## config.mk

```make
export PLATFORM = sky130hd
export DESIGN_NAME = timer_counter
export DESIGN_NICKNAME = d
export VERILOG_FILES = /design/src/rtl/timer_counter_pkg.sv /design/src/rtl/timer_counter_prescaler.sv /design/src/rtl/timer_counter.sv
export SDC_FILE = /design/constraint.sdc
export NUM_CORES = 1
export LEC_CHECK = 0
export BUFFER_PORTS_ARGS = -buffer_cell sky130_fd_sc_hd__buf_4
export CORE_MARGIN = 2
export CORE_UTILIZATION = 40
export CTS_CLUSTER_SIZE = 16
export DETAILED_ROUTE_END_ITERATION = 6
export PLACE_DENSITY = 0.7
export SLEW_MARGIN = 20
export SYNTH_ARGS = -nofsm -noshare
export SYNTH_HDL_FRONTEND = slang
export SYNTH_SLANG_ARGS = --single-unit
```

## constraint.sdc

```tcl
create_clock -name clk -period 3.9 [get_ports clk]
set_input_delay 1.17 -clock clk [delete_from_list [all_inputs] [get_ports clk]]
set_output_delay 1.17 -clock clk [all_outputs]
set_load 0.03 [all_outputs]
```

## src/rtl/timer_counter_pkg.sv

```systemverilog
// Shared types and defaults for the programmable timer/counter.
// Run-control state encoding and the default prescaler width.
package timer_counter_pkg;

    typedef enum logic [1:0] {
        IDLE = 2'd0,
        RUN  = 2'd1,
        DONE = 2'd2
    } state_t;

    localparam int PRESCALE_SIZE_DEFAULT = 4;

endpackage

```

## src/rtl/timer_counter_prescaler.sv

```systemverilog
// Clock-enable divider: strobes once every prescale+1 enabled cycles.
// The compare is live, so a prescale change takes effect at the next compare.
module prescaler #(
    parameter int PRESCALE_SIZE = 4
) (
    input  logic                     clk,
    input  logic                     reset,
    input  logic                     enable,
    input  logic                     clear,
    input  logic [PRESCALE_SIZE-1:0] prescale,
    output logic                     strobe
);

    localparam logic [PRESCALE_SIZE-1:0] ONE = PRESCALE_SIZE'(1);

    logic [PRESCALE_SIZE-1:0] count_r;

    assign strobe = enable && (count_r == prescale);

    // Phase counter; a value above prescale wraps round until it matches again.
    always_ff @(posedge clk) begin
        if (reset) begin
            count_r <= '0;
        end else if (clear) begin
            count_r <= '0;
        end else if (enable) begin
            if (count_r == prescale) begin
                count_r <= '0;
            end else begin
                count_r <= count_r + ONE;
            end
        end else begin
            count_r <= count_r;
        end
    end

endmodule

```

## src/rtl/timer_counter.sv

```systemverilog
// Programmable up/down interval timer with limit, load, one-shot mode,
// prescaler and IDLE/RUN/DONE run control. All outputs are registered.
module timer_counter
    import timer_counter_pkg::*;
#(
    parameter int SIZE          = 8,
    parameter int PRESCALE_SIZE = PRESCALE_SIZE_DEFAULT
) (
    input  logic                     clk,
    input  logic                     reset,
    input  logic                     enable,
    input  logic                     start,
    input  logic                     stop,
    input  logic                     load,
    input  logic [SIZE-1:0]          load_value,
    input  logic [SIZE-1:0]          limit,
    input  logic                     up,
    input  logic                     one_shot,
    input  logic [PRESCALE_SIZE-1:0] prescale,
    output logic [SIZE-1:0]          count,
    output logic                     tick,
    output logic                     running,
    output logic                     done
);

    localparam logic [SIZE-1:0] ZERO = '0;
    localparam logic [SIZE-1:0] ONE  = SIZE'(1);

    state_t          state_r;
    state_t          state_next;
    logic [SIZE-1:0] count_r;
    logic [SIZE-1:0] count_next;
    logic            tick_r;
    logic            tick_next;
    logic            running_r;
    logic            done_r;
    logic            terminal;
    logic            leave_run;
    logic            pre_enable;
    logic            pre_clear;
    logic            strobe;

    assign pre_enable = enable && (state_r == RUN);
    assign pre_clear  = start || stop || load || leave_run;

    prescaler #(
        .PRESCALE_SIZE(PRESCALE_SIZE)
    ) u_prescaler (
        .clk     (clk),
        .reset   (reset),
        .enable  (pre_enable),
        .clear   (pre_clear),
        .prescale(prescale),
        .strobe  (strobe)
    );

    // Next state, next count and tick; stop beats start, load beats a strobe.
    always_comb begin
        state_next = state_r;
        count_next = count_r;
        tick_next  = 1'b0;
        terminal   = up ? (count_r == limit) : (count_r == ZERO);
        case (state_r)
            IDLE: begin
                if (load) begin
                    count_next = load_value;
                end else begin
                    count_next = count_r;
                end
                if (start && !stop) begin
                    state_next = RUN;
                end else begin
                    state_next = IDLE;
                end
            end
            RUN: begin
                if (stop) begin
                    state_next = IDLE;
                    count_next = load ? load_value : count_r;
                end else if (load) begin
                    count_next = load_value;
                end else if (strobe) begin
                    if (terminal) begin
                        tick_next = 1'b1;
                        if (one_shot) begin
                            state_next = DONE;
                        end else begin
                            count_next = up ? ZERO : limit;
                        end
                    end else begin
                        count_next = up ? (count_r + ONE) : (count_r - ONE);
                    end
                end else begin
                    count_next = count_r;
                end
            end
            DONE: begin
                if (stop || load) begin
                    state_next = IDLE;
                    count_next = load ? load_value : count_r;
                end else if (start) begin
                    state_next = RUN;
                    count_next = up ? ZERO : limit;
                end else begin
                    state_next = DONE;
                end
            end
            default: begin
                state_next = IDLE;
                count_next = count_r;
            end
        endcase
        leave_run = (state_r == RUN) && (state_next != RUN);
    end

    // State, count and status flags, all flopped from their next values.
    always_ff @(posedge clk) begin
        if (reset) begin
            state_r   <= IDLE;
            count_r   <= ZERO;
            tick_r    <= 1'b0;
            running_r <= 1'b0;
            done_r    <= 1'b0;
        end else begin
            state_r   <= state_next;
            count_r   <= count_next;
            tick_r    <= tick_next;
            running_r <= (state_next == RUN);
            done_r    <= (state_next == DONE);
        end
    end

    assign count   = count_r;
    assign tick    = tick_r;
    assign running = running_r;
    assign done    = done_r;

endmodule

```

# == Word-level counts from Yosys, hierarchy flattened ==
# Index checks and enable logic that the tools add are counted.
# word_totals
ff_bits,17
latch_bits,0
ram_bits,0
romBits,0
in_bits,28
out_inout_bits,11
wordCells,59
n_memories,0
# op_classes
add_sub_neg,3
n_mul,0
div_mod_pow,0
order_cmp,0
eq_ne,10
n_shift,0
mux,23
n_bitwise,2
n_reduce_logical,15
# ops
op,count
2-to-1 mux 8 bit,10
case mux 8 bit (3 select lines),1
2-to-1 mux 2 bit,7
"adder 8 x 1 -> 8 bit, second input constant",1
== test 8 bit,1
logical NOT 8 bit,1
"subtractor 8 x 1 -> 8 bit, second input constant",1
case mux 2 bit (3 select lines),1
"inequality test 5 bit, second input constant",1
OR reduction 5 bit,1
"adder 4 x 1 -> 4 bit, second input constant",1
"== test 2 x 1 -> 1 bit, second input constant",2
"== test 2 bit, second input constant",2
== test 4 bit,1
logical AND 1 bit,4
logical OR 1 bit,4
2-to-1 mux 4 bit,1
"inequality test 4 bit, second input constant",1
AND reduction 4 bit,1
2-to-1 mux 1 bit,3
"inequality test 3 bit, second input constant",1
nonzero test 3 bit,1
logical NOT 2 bit,1
"inequality test 2 x 1 -> 1 bit, second input constant",1
other kinds (3),4

# == Depth between registers and ports, before layout ==
# logic_depth
word_depth,11
mapped_depth,11
ltp_nobuf,9

# == Hierarchy ==
# A second synthesis with hierarchy kept.
# unflattened
cells_unflattened,226
area_unflattened_um2,1825.5
# by_module_without_submodules
module,instances,cells_each,area_each_um2,seq_area_each_um2
timer_counter,1,200,1559.0,260.2
prescaler,1,26,266.5,80.1

# == Worst setup path before layout ==
# No wires, ideal clock.
# synth_timing
path_kind,in2reg
start,in up
end,"reg count_r[7], in the netlist count[7]"
setup_ns,0.074
t_arrival_ns,2.878
path_slack_ns,0.948
path_stages,9
n_path_buf,0
path_cell_list,inv_1 ha_1 a211oi_2 o21ai_1 a31oi_1 xor2_1 mux2i_1 a221o_1 a31oi_1
# synth_via
elab_chain_len,7
word_cells_on_any_way,13
cone_classes,1 x eq/ne; 11 x mux; 1 x reduce/logical
# synth_rtl
item,line,source
start: declaration,timer_counter.sv:17,"input logic up,"
2-to-1 mux 8 bit,"timer_counter.sv:88, timer_counter.sv:103",
2-to-1 mux 8 bit,timer_counter.sv:85,if (one_shot) begin
2-to-1 mux 8 bit,timer_counter.sv:83,if (terminal) begin
2-to-1 mux 8 bit,timer_counter.sv:82,end else if (strobe) begin
2-to-1 mux 8 bit,timer_counter.sv:80,end else if (load) begin
2-to-1 mux 8 bit,timer_counter.sv:77,if (stop) begin
case mux 8 bit (3 select lines),timer_counter.sv:63,case (state_r)
end signal: assignment,timer_counter.sv:126,count_r <= count_next;
end: declaration,timer_counter.sv:31,logic [SIZE-1:0] count_r;
# Several ways; a longest one is shown, not always the timed one. The select of a mux whose other input is x is not followed.
# A chain may end at the register's enable or synchronous reset.

# == Worst setup path after layout ==
# Ends and elaborated chain as after synthesis.

==> impl_metrics.tcl <==
set metrics [dict create \
    std_cell_rows 24 \
    cp.buffers_inverters 2 \
    cts_tree "yes" \
    drt_pass1_iterations 4 \
    via_per_inst 5.660 \
    core_mm2 0.004294 \
    n_fill_cell 440 \
    cap_violations 0 \
    crit_family "compound AO/OA/AOI/OAI gates" \
    fin_crit_sh_pct 78.88 \
    wire_per_inst_um 15.74 \
    grt_max_degree 20 \
    yosys.area_share.simple_pct 25.69 \
    synth-adder-area-share_pct 9.625 \
    grt_pass1_vias 1712 \
    r2r_cells 9 \
    vdd.ir_drop.worst_mv 0.1328 \
    tns_ns 0 \
    numCtsBuffers 3 \
    drc_errors 0 \
    place_congestion 0.9122 \
    synth_edf_count 0 \
    hpwl_mm 3.795 \
    clock_sinks 17 \
    overflow 0 \
    async_flop_share_pct 0 \
    hold_depth 2 \
    cp-end-kind "flop" \
    synthTopCellsByArea "dfxtp_1 (19%), ha_1 (8.5%), xnor2_1 (7.4%)" \
    skew_ns 0.001839 \
    syn_to_final_growth_pct 20.03 \
    dieArea_mm2 0.004967 \
    crit_path_start_kind "input pin" \
    cts_setup_buffers 0 \
    grt.total_usage_pct 20.30 \
    grt_first_pass_wirelength_mm 8.238 \
    synthXorXnorAreaFrac_pct 9.413 \
    cp.depth 10 \
    syn_inst 223 \
    clock_latency_ns 0.25 \
    crit_fanout 12 \
    cpMostUsedCell "a31oi_1" \
    syn_area_per_cell_um2 7.928 \
    preCtsSetupSlack_ns 0.5750 \
    portBuffers 38 \
    ys_types 56 \
    slew_headroom_pct 62.04 \
    wirelength_mm 4.863 \
    diodes 0 \
    synth_compound_area_share_pct 27.39 \
    holdCritPathClass "reg2reg" \
    seq_area_frac_synth_pct 19.25 \
    dieHeight_um 70.48 \
    synthMuxAreaShare_pct 2.265 \
    status "finished, final reports clean" \
    cts_resized 0 \
    num-nets-final 299 \
    ant_nets 0 \
    hold_viol 0 \
    yosysTopAreaCell "dfxtp_1" \
    power.leakage_nw 0.8597 \
    worst-endpoint-arrival_ns 3.26 \
    clkTransAtPathRegs_ns 0.07 \
    drive_gt1_share_pct 24.12 \
    first_iter_violations 124 \
    synth_top_family_by_area "compound AO/OA/AOI/OAI gates" \
    setup_slack_ns 0.8236 \
    ios 39 \
    die_w_um 70.48 \
    whs_ns 0.5465 \
    cts_hold_buf 0 \
    num_vias 1749 \
    max_stage_delay_ns 0.33 \
    final_max_slew_viol_count 0 \
    critical_path_required_ns 4.08 \
    worstMarginPinSlew_ns 0.5650 \
    yosysWarnings 0 \
    netlist_area_mm2 0.001768 \
    path_class "in2reg" \
    crit_chain "buf_4, inv_1, ha_1, a211oi_2, o21ai_1, a31oi_1, xor2_1, mux2i_1, a221o_1, a31oi_1" \
    min_period_ns 3.076 \
    finalPower_w 0.0005340 \
    h-tree-depth 1 \
    setup_viol 0 \
    grt_setup_unrepaired "false" \
    root_buffer "clkbuf_8" \
    yosys_most_used_dff "dfxtp_1" \
    yosys.area.top_type_share_pct 19.25 \
    synth_fp_nets 264 \
    power.density_mw_per_mm2 251.6 \
    antenna_found_initial 0 \
    cp_slowest_cell "ha_1" \
    cts_max_path_buffers 2 \
    fmax_ghz 0.3251 \
    start_util_pct 41.17 \
    synth-seq-cells 17 \
]
flip-flops by register name, indices dropped and copies added, names as in the netlist:
name                 flops
state_r                  2
u_prescaler.count_r      4
done                     1
tick                     1
count                    8
running                  1
per-stage QoR:
stage          std cells  utilization [%]  cell area [um2]
6_report             309            49.42             2122
5_1_grt              309            49.42             2122
4_1_cts              309            49.42             2122
3_5_place_dp         305            48.37             2077
3_3_place_gp         305            48.37             2077
2_1_floorplan        223                -             1768
final timing paths:
| check | end | slack, ns | start |
|---|---|---|---|
| setup / recovery | count[7]$_SDFFE_PP0P_ | 0.82 | up |
| setup reg to reg | count[6]$_SDFFE_PP0P_ | 1.50 | state_r[1]$_SDFF_PP0_ |
| hold / removal | u_prescaler.count_r[3]$_SDFFE_PP0P_ | 0.55 | u_prescaler.count_r[3]$_SDFFE_PP0P_ |
| hold reg to reg | u_prescaler.count_r[3]$_SDFFE_PP0P_ | 0.55 | u_prescaler.count_r[3]$_SDFFE_PP0P_ |
where the power goes:
part | leakage [nW] | switching [W] | internal [W]
Sequential | 0.139 | 0.0000161 | 0.000181
Clock | 0.0228 | 0.0000591 | 0.0000725
Combinational | 0.698 | 0.000113 | 0.0000916
Total | 0.860 | 0.000188 | 0.000346
synthesized netlist by cell type (all sizes together) (2+ instances only):
library cell	number
a211oi	4
or2	2
nand2	14
and3	3
a21oi	16
nor4	4
a31oi	6
o21ai	15
nand3	7
xnor2	15
nand2b	4
ha	12
buf	6
nor2	16
nor3	16
inv	11
xor2	4
nor3b	3
clkbuf	6
o21bai	3
dfxtp	17
a311oi	3
mux2i	4
a21o	3
nor2b	6
o31ai	3
placed cells by master (no fill, tap or decap), types with 6 or more instances in the layout:
master and count:
buf_4 42, dfxtp_1 17, nor2_1 16, xnor2_1 15, nor3_1 15, a21oi_1 15, o21ai_0 13, nand2_1 12
ha_1 12, inv_1 11, nand3_1 7, nor2b_1 6, a31oi_1 6
cell families after synthesis:
group | Yosys count
adders and majority gates | 13
and+or+nand+nor | 81
buffers and inverters | 23
DFF | 17
xor gates and xnor gates | 19
muxes | 4
AOI/OAI and AO/OA | 66
layer usage:
metal	share of wire [%]	track usage, %	wire length (um)	vias up
met2	47	32.70	2303	40
met5	0	0	0	-
met3	4.8	3.608	231	2
li1	-	-	-	878
met1	48	28.86	2312	829
met4	0.29	2.778	14	0
cell type report:
type / instances / area (um2) / share of cell area, %
Multi-Input combinational cell: 183 / 1315 / 61.97
Sequential cell: 17 / 340.3 / 16.04
Timing Repair Buffer: 42 / 315.3 / 14.86
Tap cell: 52 / 65.06 / 3.066
Clock buffer: 4 / 45.04 / 2.123
Inverter: 11 / 41.29 / 1.946
worst register-to-register path, cell delays in order (launching register included):
cell,delay [ns]
dfxtp_1,0.36
inv_1,0.09
ha_1,0.14
buf_4,0.23
nand2_2,0.13
o311a_1,0.36
a211oi_2,0.41
buf_4,0.24
mux2i_1,0.08
a311oi_1,0.27
Power figures use the tool's default switching activity.
